### src/rtl/niossoc_pio_pkg.sv
// Shared definitions for the NiosSoc PIO blocks: register addresses, edge-type codes, clog2.
// Latency: n/a (package only).
// Backpressure: n/a (package only).
package niossoc_pio_pkg;

  // Avalon-MM register map (2-bit word address)
  localparam logic [1:0] ADDR_DATA    = 2'd0;
  localparam logic [1:0] ADDR_IRQMASK = 2'd2;
  localparam logic [1:0] ADDR_EDGECAP = 2'd3;

  // EDGE_TYPE encodings
  localparam int EDGE_RISE = 0;
  localparam int EDGE_FALL = 1;
  localparam int EDGE_ANY  = 2;

  // Ceiling log2, usable in constant expressions; clog2(1) = 0.
  function automatic int clog2(input int value);
    int result;
    int rem;
    result = 0;
    rem    = value - 1;
    while (rem > 0) begin
      result = result + 1;
      rem    = rem >> 1;
    end
    return result;
  endfunction

endpackage

### src/rtl/niossoc_pio_debounce.sv
// Single-bit input conditioner: SYNC_STAGES-flop synchroniser, optional stable-count debounce.
// Latency: SYNC_STAGES cycles in->f_bit; plus DEBOUNCE_CYCLES when PIO_DEBOUNCE_EN is defined.
// Backpressure: none; free-running sampler.
//
// Ports: clk, reset (sync, active-high), in_bit (asynchronous pin), f_bit (filtered level).
// Build option: PIO_DEBOUNCE_EN adds the per-bit debounce counter; without it f_bit is the
// synchroniser output and no counter exists.
module niossoc_pio_debounce
  import niossoc_pio_pkg::*;
#(
  parameter int SYNC_STAGES     = 2,
  parameter int DEBOUNCE_CYCLES = 50000
) (
  input  logic clk,
  input  logic reset,
  input  logic in_bit,
  output logic f_bit
);

  if (SYNC_STAGES < 2 || SYNC_STAGES > 4) begin : g_bad_sync
    $error("niossoc_pio_debounce: SYNC_STAGES must be 2..4");
  end
  if (DEBOUNCE_CYCLES < 1) begin : g_bad_debounce
    $error("niossoc_pio_debounce: DEBOUNCE_CYCLES must be >= 1");
  end

  logic [SYNC_STAGES-1:0] sync_q;
  logic [SYNC_STAGES-1:0] sync_d;
  logic                   synced;

  always_comb begin
    sync_d = {sync_q[SYNC_STAGES-2:0], in_bit};
  end

  assign synced = sync_q[SYNC_STAGES-1];

  // Reset loads the live pin level so leaving reset never looks like an edge.
  always_ff @(posedge clk) begin
    if (reset) begin
      sync_q <= {SYNC_STAGES{in_bit}};
    end else begin
      sync_q <= sync_d;
    end
  end

`ifdef PIO_DEBOUNCE_EN
  localparam int                CNT_W    = clog2(DEBOUNCE_CYCLES + 1);
  localparam logic [CNT_W-1:0] CNT_LAST = CNT_W'(DEBOUNCE_CYCLES - 1);

  logic             synced_next;
  logic [CNT_W-1:0] cnt_q;
  logic [CNT_W-1:0] cnt_d;
  logic             f_q;
  logic             f_d;

  // The stage feeding 'synced' is the next synced sample; if it differs, the level is about
  // to move again, so the count restarts. Counting from the first cycle the new level is
  // seen makes the added delay exactly DEBOUNCE_CYCLES.
  assign synced_next = sync_q[SYNC_STAGES-2];

  always_comb begin
    cnt_d = '0;
    f_d   = f_q;
    if ((synced != f_q) && (synced_next == synced)) begin
      if (cnt_q == CNT_LAST) begin
        f_d = synced;
      end else begin
        cnt_d = cnt_q + CNT_W'(1);
      end
    end
  end

  always_ff @(posedge clk) begin
    if (reset) begin
      cnt_q <= '0;
      f_q   <= in_bit;
    end else begin
      cnt_q <= cnt_d;
      f_q   <= f_d;
    end
  end

  assign f_bit = f_q;
`else
  assign f_bit = synced;
`endif

endmodule

### src/rtl/niossoc_button_pio.sv
// Avalon-MM input PIO: synchronised pin state, sticky per-bit edge capture, masked level irq.
// Latency: readdata 1 cycle after address; pin change to EDGECAP SYNC_STAGES+1 cycles (+DEBOUNCE_CYCLES).
// Backpressure: none; slave always accepts, no waitrequest.
//
// Ports: clk, reset (sync, active-high); address[1:0], chipselect, write_n, writedata[31:0]
// (Avalon slave inputs); in_port[WIDTH-1:0] (async pins); readdata[31:0] (registered); irq.
// Build option: PIO_DEBOUNCE_EN enables per-bit debounce counters in niossoc_pio_debounce.
module niossoc_button_pio
  import niossoc_pio_pkg::*;
#(
  parameter int WIDTH           = 4,
  parameter int SYNC_STAGES     = 2,
  parameter int EDGE_TYPE       = 1,
  parameter int DEBOUNCE_CYCLES = 50000
) (
  input  logic             clk,
  input  logic             reset,
  input  logic [1:0]       address,
  input  logic             chipselect,
  input  logic             write_n,
  input  logic [31:0]      writedata,
  input  logic [WIDTH-1:0] in_port,
  output logic [31:0]      readdata,
  output logic             irq
);

  if (WIDTH < 1 || WIDTH > 32) begin : g_bad_width
    $error("niossoc_button_pio: WIDTH must be 1..32");
  end
  if (EDGE_TYPE < EDGE_RISE || EDGE_TYPE > EDGE_ANY) begin : g_bad_edge
    $error("niossoc_button_pio: EDGE_TYPE must be 0, 1 or 2");
  end

  logic [WIDTH-1:0] f;
  logic [WIDTH-1:0] p_q;
  logic [WIDTH-1:0] p_d;
  logic [WIDTH-1:0] edge_vec;
  logic [WIDTH-1:0] irqmask_q;
  logic [WIDTH-1:0] irqmask_d;
  logic [WIDTH-1:0] edgecap_q;
  logic [WIDTH-1:0] edgecap_d;
  logic [WIDTH-1:0] clr_vec;
  logic [31:0]      readdata_q;
  logic [31:0]      readdata_d;
  logic             wr_en;
  logic             unused_wdata;

  for (genvar i = 0; i < WIDTH; i++) begin : g_bit
    niossoc_pio_debounce #(
      .SYNC_STAGES    (SYNC_STAGES),
      .DEBOUNCE_CYCLES(DEBOUNCE_CYCLES)
    ) u_debounce (
      .clk   (clk),
      .reset (reset),
      .in_bit(in_port[i]),
      .f_bit (f[i])
    );
  end

  assign wr_en        = chipselect && !write_n;
  assign unused_wdata = ^writedata;

  always_comb begin
    p_d = f;
    case (EDGE_TYPE)
      EDGE_RISE: edge_vec = f & ~p_q;
      EDGE_FALL: edge_vec = ~f & p_q;
      default:   edge_vec = f ^ p_q;
    endcase
  end

  always_comb begin
    irqmask_d = irqmask_q;
    clr_vec   = '0;
    if (wr_en && (address == ADDR_IRQMASK)) begin
      irqmask_d = writedata[WIDTH-1:0];
    end
    if (wr_en && (address == ADDR_EDGECAP)) begin
      clr_vec = writedata[WIDTH-1:0];
    end
    // Set is applied after the clear so a new edge survives a same-cycle W1C.
    edgecap_d = (edgecap_q & ~clr_vec) | edge_vec;
  end

  // Read mux runs every cycle regardless of chipselect; unused bits stay zero.
  always_comb begin
    readdata_d = '0;
    case (address)
      ADDR_DATA:    readdata_d[WIDTH-1:0] = f;
      ADDR_IRQMASK: readdata_d[WIDTH-1:0] = irqmask_q;
      ADDR_EDGECAP: readdata_d[WIDTH-1:0] = edgecap_q;
      default:      readdata_d = '0;
    endcase
  end

  always_ff @(posedge clk) begin
    if (reset) begin
      p_q        <= in_port;
      irqmask_q  <= '0;
      edgecap_q  <= '0;
      readdata_q <= '0;
    end else begin
      p_q        <= p_d;
      irqmask_q  <= irqmask_d;
      edgecap_q  <= edgecap_d;
      readdata_q <= readdata_d;
    end
  end

  assign readdata = readdata_q;
  assign irq      = |(edgecap_q & irqmask_q);

endmodule
### config.mk
export PLATFORM = sky130hd
export DESIGN_NAME = niossoc_button_pio
export DESIGN_NICKNAME = d
export VERILOG_FILES = /design/src/rtl/niossoc_pio_pkg.sv /design/src/rtl/niossoc_pio_debounce.sv /design/src/rtl/niossoc_button_pio.sv
export SDC_FILE = /design/constraint.sdc
export NUM_CORES = 1
export LEC_CHECK = 0
export ABC_AREA = 1
export ABC_CLOCK_PERIOD_IN_PS = 800
export BUFFER_PORTS_ARGS = -buffer_cell sky130_fd_sc_hd__buf_2
export CORE_ASPECT_RATIO = 1.1
export CORE_MARGIN = 3
export CORE_UTILIZATION = 40
export DETAILED_ROUTE_END_ITERATION = 7
export PLACE_DENSITY = 0.78
export SLEW_MARGIN = 10
export SYNTH_ARGS = -nofsm -noshare
export SYNTH_HDL_FRONTEND = slang
export SYNTH_SLANG_ARGS = --single-unit
### constraint.sdc
create_clock -name clk -period 0.8 [get_ports clk]
set_input_delay 0.04 -clock clk [delete_from_list [all_inputs] [get_ports clk]]
set_output_delay 0.04 -clock clk [all_outputs]
set_load 0.01 [all_outputs]
==> impl_metrics.py, run 1 <==
metrics = {
    "layout": {
        "drive_above_1_share": 0.2414,
        "final_util": 0.4939,
        "layout.cells.most_common": "nand2_1",
        "layout.nets": 217,
        "syn_to_final_growth_pct": 16.34,
        "final_area_mm2": 0.001256,
        "n_antenna_cell": 0,
        "final_cell_mix": "nand2_1, conb_1, buf_2",
    },
    "grt": {
        "antenna_found_initial": 0,
        "grt_pass1_wl_um": 2898,
        "grtUsageTotal": 0.1096,
        "grt-ovfl-total": 0,
        "grt_max_degree": 14,
        "grt_pass1_vias": 715,
    },
    "cts": {
        "cts.sinks": 24,
        "cts.path.max_buffers": 2,
        "insertion_delay_ns": 0.30,
        "h-tree-depth": 1,
        "cts_tree": "done",
        "clk_pin_slew_ns": 0.12,
        "root_buffer": "clkbuf_4",
        "cts_buffers": 3,
    },
    "timing": {
        "clock_skew_ns": 0.004014,
        "period_share": 1.253,
        "final_max_slew_viol_count": 0,
        "max_freq_ghz": 0.9975,
        "setup_violations": 1,
        "fin_ws_ns": -0.2025,
        "final_hold_viol_count": 0,
        "min_period_ns": 1.003,
        "fin_hold_ws_ns": 0.06264,
        "rsz0062_at_grt": "yes",
    },
    "power_and_ir_drop": {
        "power.total_w": 0.002243,
        "power.leakage_nw": 0.6844,
        "p_sw_w": 0.0005635,
        "p_clk_frac": 0.275,
        "combPwrFrac": 0.141,
        "seq_power_share": 0.584,
        "internal_power_w": 0.001679,
        "swShare": 0.2512,
        "p_per_area_mw_per_mm2": 1786,
        "vdd_drop_max_mv": 1.012,
    },
    "logic_synthesis": {
        "yosysUniqueCellTypes": 16,
        "syn_inst": 143,
        "ys_seq_elements": 24,
        "syn_area_per_cell_um2": 7.551,
        "synth_area_mm2": 0.001080,
        "seq_area_frac_synth": 0.4450,
        "yosys_warnings": 0,
    },
    "die": {
        "io_pins": 75,
        "die_x_um": 55.54,
        "start_util": 0.4245,
        "rows": 19,
        "core_area_mm2": 0.002544,
        "die_h_um": 60.49,
        "die-area_mm2": 0.003360,
    },
    "detailed_routing": {
        "drtIter0Drc": 10,
        "vias": 808,
        "routed_wl_um": 1739,
        "antenna_left": 0,
        "drc_errors": 0,
        "viasPerCell": 3.941,
        "wl_per_cell_um": 8.483,
        "dr.pass1.iters": 4,
    },
    "setup_path": {
        "critPathCaptureType": "output pin",
        "crit_fanout": 2,
        "critical_path_class": "reg -> out",
        "cp-start-kind": "flop",
        "required_ns": 0.76,
        "crit_arrival_ns": 0.96,
    },
    "run": {
        "cap_violations": 0,
    },
    "placed_design": {
        "gp_congestion": 0.7419,
        "dpl_cell_area_mm2": 0.001097,
        "dpl.hpwl_um": 1268,
        "port_buffers": 18,
        "dp_slack_ns": 0.06302,
    },
    "status": {
        "violations": "negative setup slack",
        "status": "finished with violations",
    },
    "min_path": {
        "hold_path_class": "in -> reg",
    },
}
==> routing by layer <==
metal,vias up,track usage,part of all wire,wire length [um]
met5,-,0,0,0
met4,0,0.05556,0.014,24
met3,5,0.02979,0.073,127
met2,30,0.1824,0.48,828
met1,330,0.1326,0.44,758
li1,443,-,-,-
==> repair_timing <==
item                                    in CTS  in global routing
buffers inserted                             2                  1
hold buffers                                 8                  0
hold endpoints to repair                    15                  0
resized for setup                            6                  5
endpoints found under the setup margin       4                  6
pin swaps                                    1                  1
==> through the flow <==
step	TNS (ns)	std cells
floorplan	0	170
global placement	0	190
detailed placement	0	190
CTS	-0.2144	204
global route	-0.4543	205
finish	-0.2025	205
==> worst max-delay path: stages (launching register included) <==
cell and delay [ns]:
dfxtp_2 0.34, nand2_1 0.06, nand4_1 0.10, buf_2 0.15
==> power groups by stage <==
stage / clock network [W] / logic [W] / registers, W
floorplan: 0 / 0.000288 / 0.00133
global placement: 0 / 0.000264 / 0.00133
detailed placement: 0 / 0.000268 / 0.00133
CTS: 0.000646 / 0.000309 / 0.00131
global route: 0.000709 / 0.000369 / 0.00132
finish: 0.000616 / 0.000316 / 0.00131
==> registers in the layout, summed over array words and instances, names as in the netlist <==
signal and cells:
edgecap_q 4, g_bit.u_debounce.sync_q 8, p_q 4, readdata 4
irqmask_q 4
==> synth_stat cells <==
library cell   n  share of area
a21oi_1        4          0.019
dfxtp_1       24           0.44
nand2_4        1          0.010
inv_4          1         0.0058
o21ai_1        4          0.019
nand2_1       42           0.15
o21ai_0        4          0.019
inv_2          2         0.0070
nor2_1         9          0.031
buf_4         28           0.19
buf_2          2         0.0093
inv_1         11          0.038
nand3_1        8          0.037
nor2_4         1          0.010
nand4_1        1         0.0058
conb_1         1         0.0035
==> kinds of logic (layout without fill, tap and decap cells) <==
family	after synthesis	in the layout	share of synthesized area
AO/OA/AOI/OAI	12	12	0.05562
buffers and inverters	44	48	0.2549
flip-flops	24	24	0.4450
other	1	28	0.003473
AND/OR/NAND/NOR	62	62	0.2410
==> final cells by class <==
type	instances	area, um2
clock buffers	4	36.28
fillers	270	1287
inverters	14	55.05
multi-input cells	102	435.4
flip-flops and latches	24	490.5
well taps	31	38.79
repair buffers	30	200.2
==> final timing paths <==
path                                      start  depth (start not counted)                            end  slack (ns)
hold reg to reg   g_bit[3].u_debounce.sync_q[0]                          2  g_bit[3].u_debounce.sync_q[1]        0.43
hold / removal                            reset                          3                   edgecap_q[1]        0.06
setup / recovery                   edgecap_q[1]                          3                            irq       -0.20
setup reg to reg                   edgecap_q[1]                          5                    readdata[1]        0.03
(Power assumes the default switching activity.)
==> inputs of run 2 (changes only) <==
CORE_UTILIZATION = 25   (was 40)
PLACE_DENSITY = default   (was 0.78)
==> run 2 against run 1 <==
  * The run still ends with negative setup slack left
  * Hold slack lost 0.036 ns
  * Clock-buffer cell count is the same
  * Register-to-register slack is essentially flat
  * Maximum frequency grew 3.6%
  * Wire length grew 19%
  * Sequential power is essentially flat
  * Cell count grew 10%
  * Sequential share of layout area shrank 2.1 points
  * Clock power grew 34%
==> impl_metrics.py, run 2 (same netlist as run 1, synthesis figures left out) <==
metrics = {
    "detailed_routing": {
        "viasPerCell": 3.677,
        "dr.pass1.iters": 4,
        "antenna_left": 0,
        "routed_wl_um": 2078,
        "drc_errors": 0,
        "vias": 831,
        "drtIter0Drc": 25,
        "wl_per_cell_um": 9.195,
    },
    "min_path": {
        "worstHoldPathCells": 3,
        "min-delay-start": "writedata[3]",
        "hold_path_class": "in -> reg",
        "hold_end": "irqmask_q[3]",
    },
    "power_and_ir_drop": {
        "power.leakage_nw": 0.7140,
        "seq_power_share": 0.525,
        "internal_power_w": 0.001857,
        "vdd_drop_max_mv": 0.7590,
        "swShare": 0.2540,
        "p_clk_frac": 0.332,
        "p_sw_w": 0.0006323,
        "p_per_area_mw_per_mm2": 1884,
        "combPwrFrac": 0.143,
        "power.total_w": 0.002490,
    },
    "setup_path": {
        "critPathCaptureType": "output pin",
        "cp-start-kind": "flop",
        "timing.rr.start": "edgecap_q[3]",
        "required_ns": 0.76,
        "critical_path_class": "reg -> out",
        "crit_fanout": 2,
        "rrSetupSlack_ns": 0.02,
        "regToRegEndpoint": "readdata[3]",
        "r2r_cells": 5,
        "crit_arrival_ns": 0.93,
    },
    "die": {
        "start_util": 0.2664,
        "core_area_mm2": 0.004054,
        "die-area_mm2": 0.005144,
        "die_h_um": 74.93,
        "die_x_um": 68.66,
        "io_pins": 75,
        "rows": 24,
    },
    "cts": {
        "cts.sinks": 24,
        "root_buffer": "clkbuf_8",
        "insertion_delay_ns": 0.27,
        "clk_pin_slew_ns": 0.08,
        "cts_buffers": 3,
        "h-tree-depth": 1,
        "cts.path.max_buffers": 2,
        "cts_tree": "done",
    },
    "layout": {
        "top_register": "g_bit.u_debounce.sync_q",
        "regArea_um2": 488.0,
        "largest_reg_flops": 8,
        "final_cell_mix": "nand2_1, conb_1, dfxtp_1, buf_2, inv_1",
        "final_util": 0.3259,
        "n_antenna_cell": 0,
        "drive_above_1_share": 0.2874,
        "layout.cells.most_common": "nand2_1",
        "multi_input_area_um2": 455.4,
        "final_area_mm2": 0.001321,
        "syn_to_final_growth_pct": 22.36,
        "layout.nets": 217,
        "fillers": 449,
    },
    "placed_design": {
        "port_buffers": 18,
        "dpl.hpwl_um": 1475,
        "dp_slack_ns": 0.05182,
        "dpl_cell_area_mm2": 0.001151,
        "gp_congestion": 0.8027,
    },
    "grt": {
        "grt_pass1_wl_um": 3318,
        "grt_pass1_vias": 749,
        "grt-ovfl-total": 0,
        "antenna_found_initial": 0,
        "grtUsageTotal": 0.08674,
        "grt_max_degree": 14,
    },
    "run": {
        "cap_violations": 0,
    },
    "status": {
        "violations": "negative setup slack",
        "status": "finished with violations",
    },
    "timing": {
        "period_share": 1.210,
        "rsz0062_at_grt": "yes",
        "final_hold_viol_count": 0,
        "setup_violations": 1,
        "max_freq_ghz": 1.033,
        "min_period_ns": 0.9677,
        "fin_ws_ns": -0.1677,
        "final_max_slew_viol_count": 0,
        "clock_skew_ns": 0.0008432,
    },
}
-- run 2: changes by cell type in the layout (fill, tap and decap cells not counted) --
cell           delta
nand3_1           -2
dlygate4sd3_1     -4
dfxtp_1           +2
clkbuf_4          -3
nand2_1           -4
clkbuf_8          +3
nand3_2           +2
dfxtp_2           -2
buf_4             +3
buf_12            +1
nand2_2           +4
-- run 2: final cells by class --
| class | instances | area share |
|---|---|---|
| well taps | 52 | 0.04924 |
| multi-input cells | 102 | 0.3447 |
| flip-flops and latches | 24 | 0.3693 |
| inverters | 14 | 0.04167 |
| repair buffers | 30 | 0.1534 |
| clock buffers | 4 | 0.04167 |
-- run 2: layer usage --
metal | GRT usage | vias to the layer above | part of all wire
met1 | 0.1120 | 357 | 0.46
met5 | 0 | - | 0
li1 | - | 440 | -
met2 | 0.1336 | 30 | 0.45
met3 | 0.01940 | 4 | 0.071
met4 | 0.04636 | 0 | 0.015
-- run 2: power by group through the flow --
stage                     clock network, W  logic [W]  registers, W
after floorplan                          0   0.000288       0.00133
after global placement                   0   0.000287       0.00133
after detailed placement                 0   0.000292       0.00134
after CTS                         0.000860   0.000340       0.00131
after global routing              0.000914   0.000405       0.00132
final                             0.000826   0.000356       0.00131
-- run 2: timing repair --
| item | 4_1_cts | 5_1_grt |
|---|---|---|
| setup buffers | 5 | 0 |
| pin swaps | 2 | 5 |
| hold buffers | 4 | 0 |
| endpoints found under the setup margin | 1 | 5 |
| endpoints found under the hold margin | 8 | 0 |
| gates resized for setup | 5 | 10 |
-- run 2: through the flow --
| stage | hold WS, ns | std cells | setup TNS [ns] |
|---|---|---|---|
| 2_1_floorplan | 0.06772 | 170 | 0 |
| 3_3_place_gp | 0.1572 | 213 | 0 |
| 3_5_place_dp | 0.1593 | 213 | 0 |
| 4_1_cts | 0.01955 | 226 | -0.1777 |
| 5_1_grt | 0.02377 | 226 | -0.2543 |
| 6_report | 0.02696 | 226 | -0.1677 |
-- run 2: worst max path at each step --
stage | startpoint | to | slack, ns | cells past startpoint
2_1_floorplan | edgecap_q[0] | readdata[0] | 0.20 | 4
3_3_place_gp | write_n | irqmask_q[0] | 0.06 | 5
3_5_place_dp | write_n | irqmask_q[0] | 0.05 | 5
4_1_cts | irqmask_q[2] | irq | -0.18 | 3
5_1_grt | edgecap_q[3] | irq | -0.22 | 3
6_report | irqmask_q[2] | irq | -0.17 | 3
-- run 2: critical path: stages (launching register included) --
cell and delay, ns:
dfxtp_2 0.33, nand2_1 0.06, nand4_1 0.11, buf_2 0.16
==> inputs of run 3 (changes only) <==
CAP_MARGIN = 20   (was default)
CORE_MARGIN = default   (was 3)
SETUP_SLACK_MARGIN = 0.15   (was default)
==> run 3 against run 2 <==
  * The run still ends with negative setup slack left
  * Combinational power is 7.6% higher
  * First-iteration DRC count is 20% lower
  * Global-route usage is 0.76 points higher
  * Die area is 11% lower
  * Wire length is 2.4% higher
  * Worst setup slack better by 0.0071 ns
  * Register-to-register slack worse by 0.08 ns
  * Critical path type unchanged
  * Critical endpoint unchanged
==> impl_metrics.py, run 3 (same netlist as run 1, synthesis figures left out) <==
metrics = {
    "status": {
        "status": "finished with violations",
        "violations": "negative setup slack",
    },
    "power_and_ir_drop": {
        "vdd_drop_max_mv": 0.8855,
        "p_per_area_mw_per_mm2": 1717,
        "power.leakage_nw": 0.7307,
    },
    "placed_design": {
        "gp_congestion": 0.8305,
        "dp.cells": 213,
        "dpl.hpwl_um": 1379,
        "port_buffers": 18,
        "dpl_cell_area_mm2": 0.001151,
    },
    "grt": {
        "grtUsageTotal": 0.09430,
        "grt_pass1_vias": 791,
        "grt_pass1_wl_um": 3305,
        "grt-ovfl-total": 0,
        "antenna_found_initial": 0,
        "grt_max_degree": 13,
    },
    "timing": {
        "period_share": 1.201,
        "fin_ws_ns": -0.1606,
        "clock_skew_ns": 0.0006902,
        "setup_violations": 3,
        "max_freq_ghz": 1.041,
        "final_hold_viol_count": 0,
        "final_max_slew_viol_count": 0,
        "rsz0062_at_grt": "yes",
        "min_period_ns": 0.9606,
    },
    "detailed_routing": {
        "antenna_left": 0,
        "viasPerCell": 3.850,
        "wl_per_cell_um": 9.374,
        "drtIter0Drc": 20,
        "vias": 874,
        "dr.pass1.iters": 4,
        "drc_errors": 0,
        "routed_wl_um": 2128,
    },
    "setup_path": {
        "rrSetupSlack_ns": -0.06,
        "required_ns": 0.76,
        "r2r_cells": 6,
        "crit_fanout": 3,
        "regToRegEndpoint": "readdata[1]",
        "worst-path-buf-inv": 1,
        "crit_family": "flip-flops",
        "path_cells": "nand2_1, nand4_1, buf_2",
        "timing.rr.start": "edgecap_q[1]",
        "critPathCaptureType": "output pin",
        "cpPeakStageDelay_ns": 0.34,
        "crit_arrival_ns": 0.92,
        "critical_path_class": "reg -> out",
        "cp-start-kind": "flop",
        "slowest_stage": "dfxtp_2",
    },
    "min_path": {
        "hold_end": "g_bit[1].u_debounce.sync_q[1]",
        "min-delay-start": "in_port[1]",
        "worstHoldPathCells": 3,
        "hold_path_class": "in -> reg",
    },
    "layout": {
        "drive_above_1_share": 0.3771,
        "top_register": "g_bit.u_debounce.sync_q",
        "final_cell_mix": "nand2_1, conb_1, buf_2",
        "n_antenna_cell": 0,
        "fin_cells": 227,
        "regArea_um2": 494.2,
        "multi_input_area_um2": 489.2,
        "final_area_mm2": 0.001385,
        "layout.nets": 219,
        "largest_reg_flops": 8,
        "fillers": 449,
        "layout.cells.most_common": "nand2_1",
        "syn_to_final_growth_pct": 28.27,
    },
    "die": {
        "start_util": 0.2664,
        "die_h_um": 70.93,
        "core_area_mm2": 0.004054,
        "die_x_um": 64.66,
        "rows": 24,
        "die-area_mm2": 0.004586,
        "io_pins": 75,
    },
    "cts": {
        "cts_buffers": 3,
        "h-tree-depth": 1,
        "cts_tree": "done",
        "cts.path.max_buffers": 2,
        "clk_pin_slew_ns": 0.08,
        "insertion_delay_ns": 0.26,
        "root_buffer": "clkbuf_8",
        "cts.sinks": 24,
    },
    "run": {
        "cap_violations": 0,
    },
}
## run 3: cell types whose count changed in the layout (fill, tap and decap cells not counted), moves of 2 or more
cell and delta:
nor2_2 +2, inv_2 +2, buf_6 +6, nand2_1 -2, nor2_1 -3, a21oi_1 -3, dfxtp_1 -5, a21oi_2 +3
buf_4 -4, dfxtp_2 +5, inv_1 -2
## run 3: power by group
part           total (W)  internal, W  switching (W)
registers        0.00132      0.00128      0.0000389
clock network   0.000675     0.000335       0.000339
logic           0.000383     0.000160       0.000223
## run 3: worst max path at each step
stage / startpoint / endpoint / slack [ns] / cells after the start
3_3_place_gp: write_n / irqmask_q[0] / 0.06 / 5
4_1_cts: irqmask_q[2] / irq / -0.15 / 3
6_report: edgecap_q[0] / irq / -0.16 / 3
5_1_grt: edgecap_q[0] / irq / -0.20 / 3
3_5_place_dp: write_n / irqmask_q[1] / 0.05 / 5
2_1_floorplan: edgecap_q[0] / readdata[0] / 0.20 / 4
## run 3: final cells by class
type	instances	area share
Inverter	14	0.03975
Sequential cell	24	0.3568
Clock buffer	3	0.02981
Multi-Input combinational cell	102	0.3532
Timing Repair Buffer	32	0.1734
Tap cell	52	0.04697
## run 3: what timing repair did
action / in CTS / in global routing
buffers inserted: 4 / 3
gates cloned: 0 / 0
setup endpoints to repair: 7 / 19
pin swaps: 12 / 12
resized for setup: 13 / 25
endpoints found under the hold margin: 5 / 1
hold buffers: 4 / 1
## run 3: routing by layer
metal,GRT usage,vias to the layer above,part of all wire
met5,0,-,0
met4,0.05679,0,0.013
met3,0.02419,4,0.067
met2,0.1579,34,0.48
met1,0.1067,386,0.44
li1,-,450,-
## run 3: tightest hold or removal path: cells and delay by family
kind,cells,cell delay [ns]
and+or+nand+nor,2,0.10
buffers and inverters,1,0.08
## run 3: stage by stage
| step | power, W | hold slack [ns] | utilization | setup TNS, ns | worst slack, ns |
|---|---|---|---|---|---|
| after CTS | 0.002361 | -0.0005460 | 0.3185 | -0.1522 | -0.1522 |
| after global placement | 0.001621 | 0.1573 | 0.2840 | 0 | 0.06220 |
| after floorplan | 0.001621 | 0.06772 | - | 0 | 0.1986 |
| final | 0.002378 | 0.0005245 | 0.3417 | -0.2511 | -0.1606 |
| after global routing | 0.002511 | 0.01729 | 0.3417 | -0.3690 | -0.1992 |
| after detailed placement | 0.001627 | 0.1574 | 0.2840 | 0 | 0.04845 |
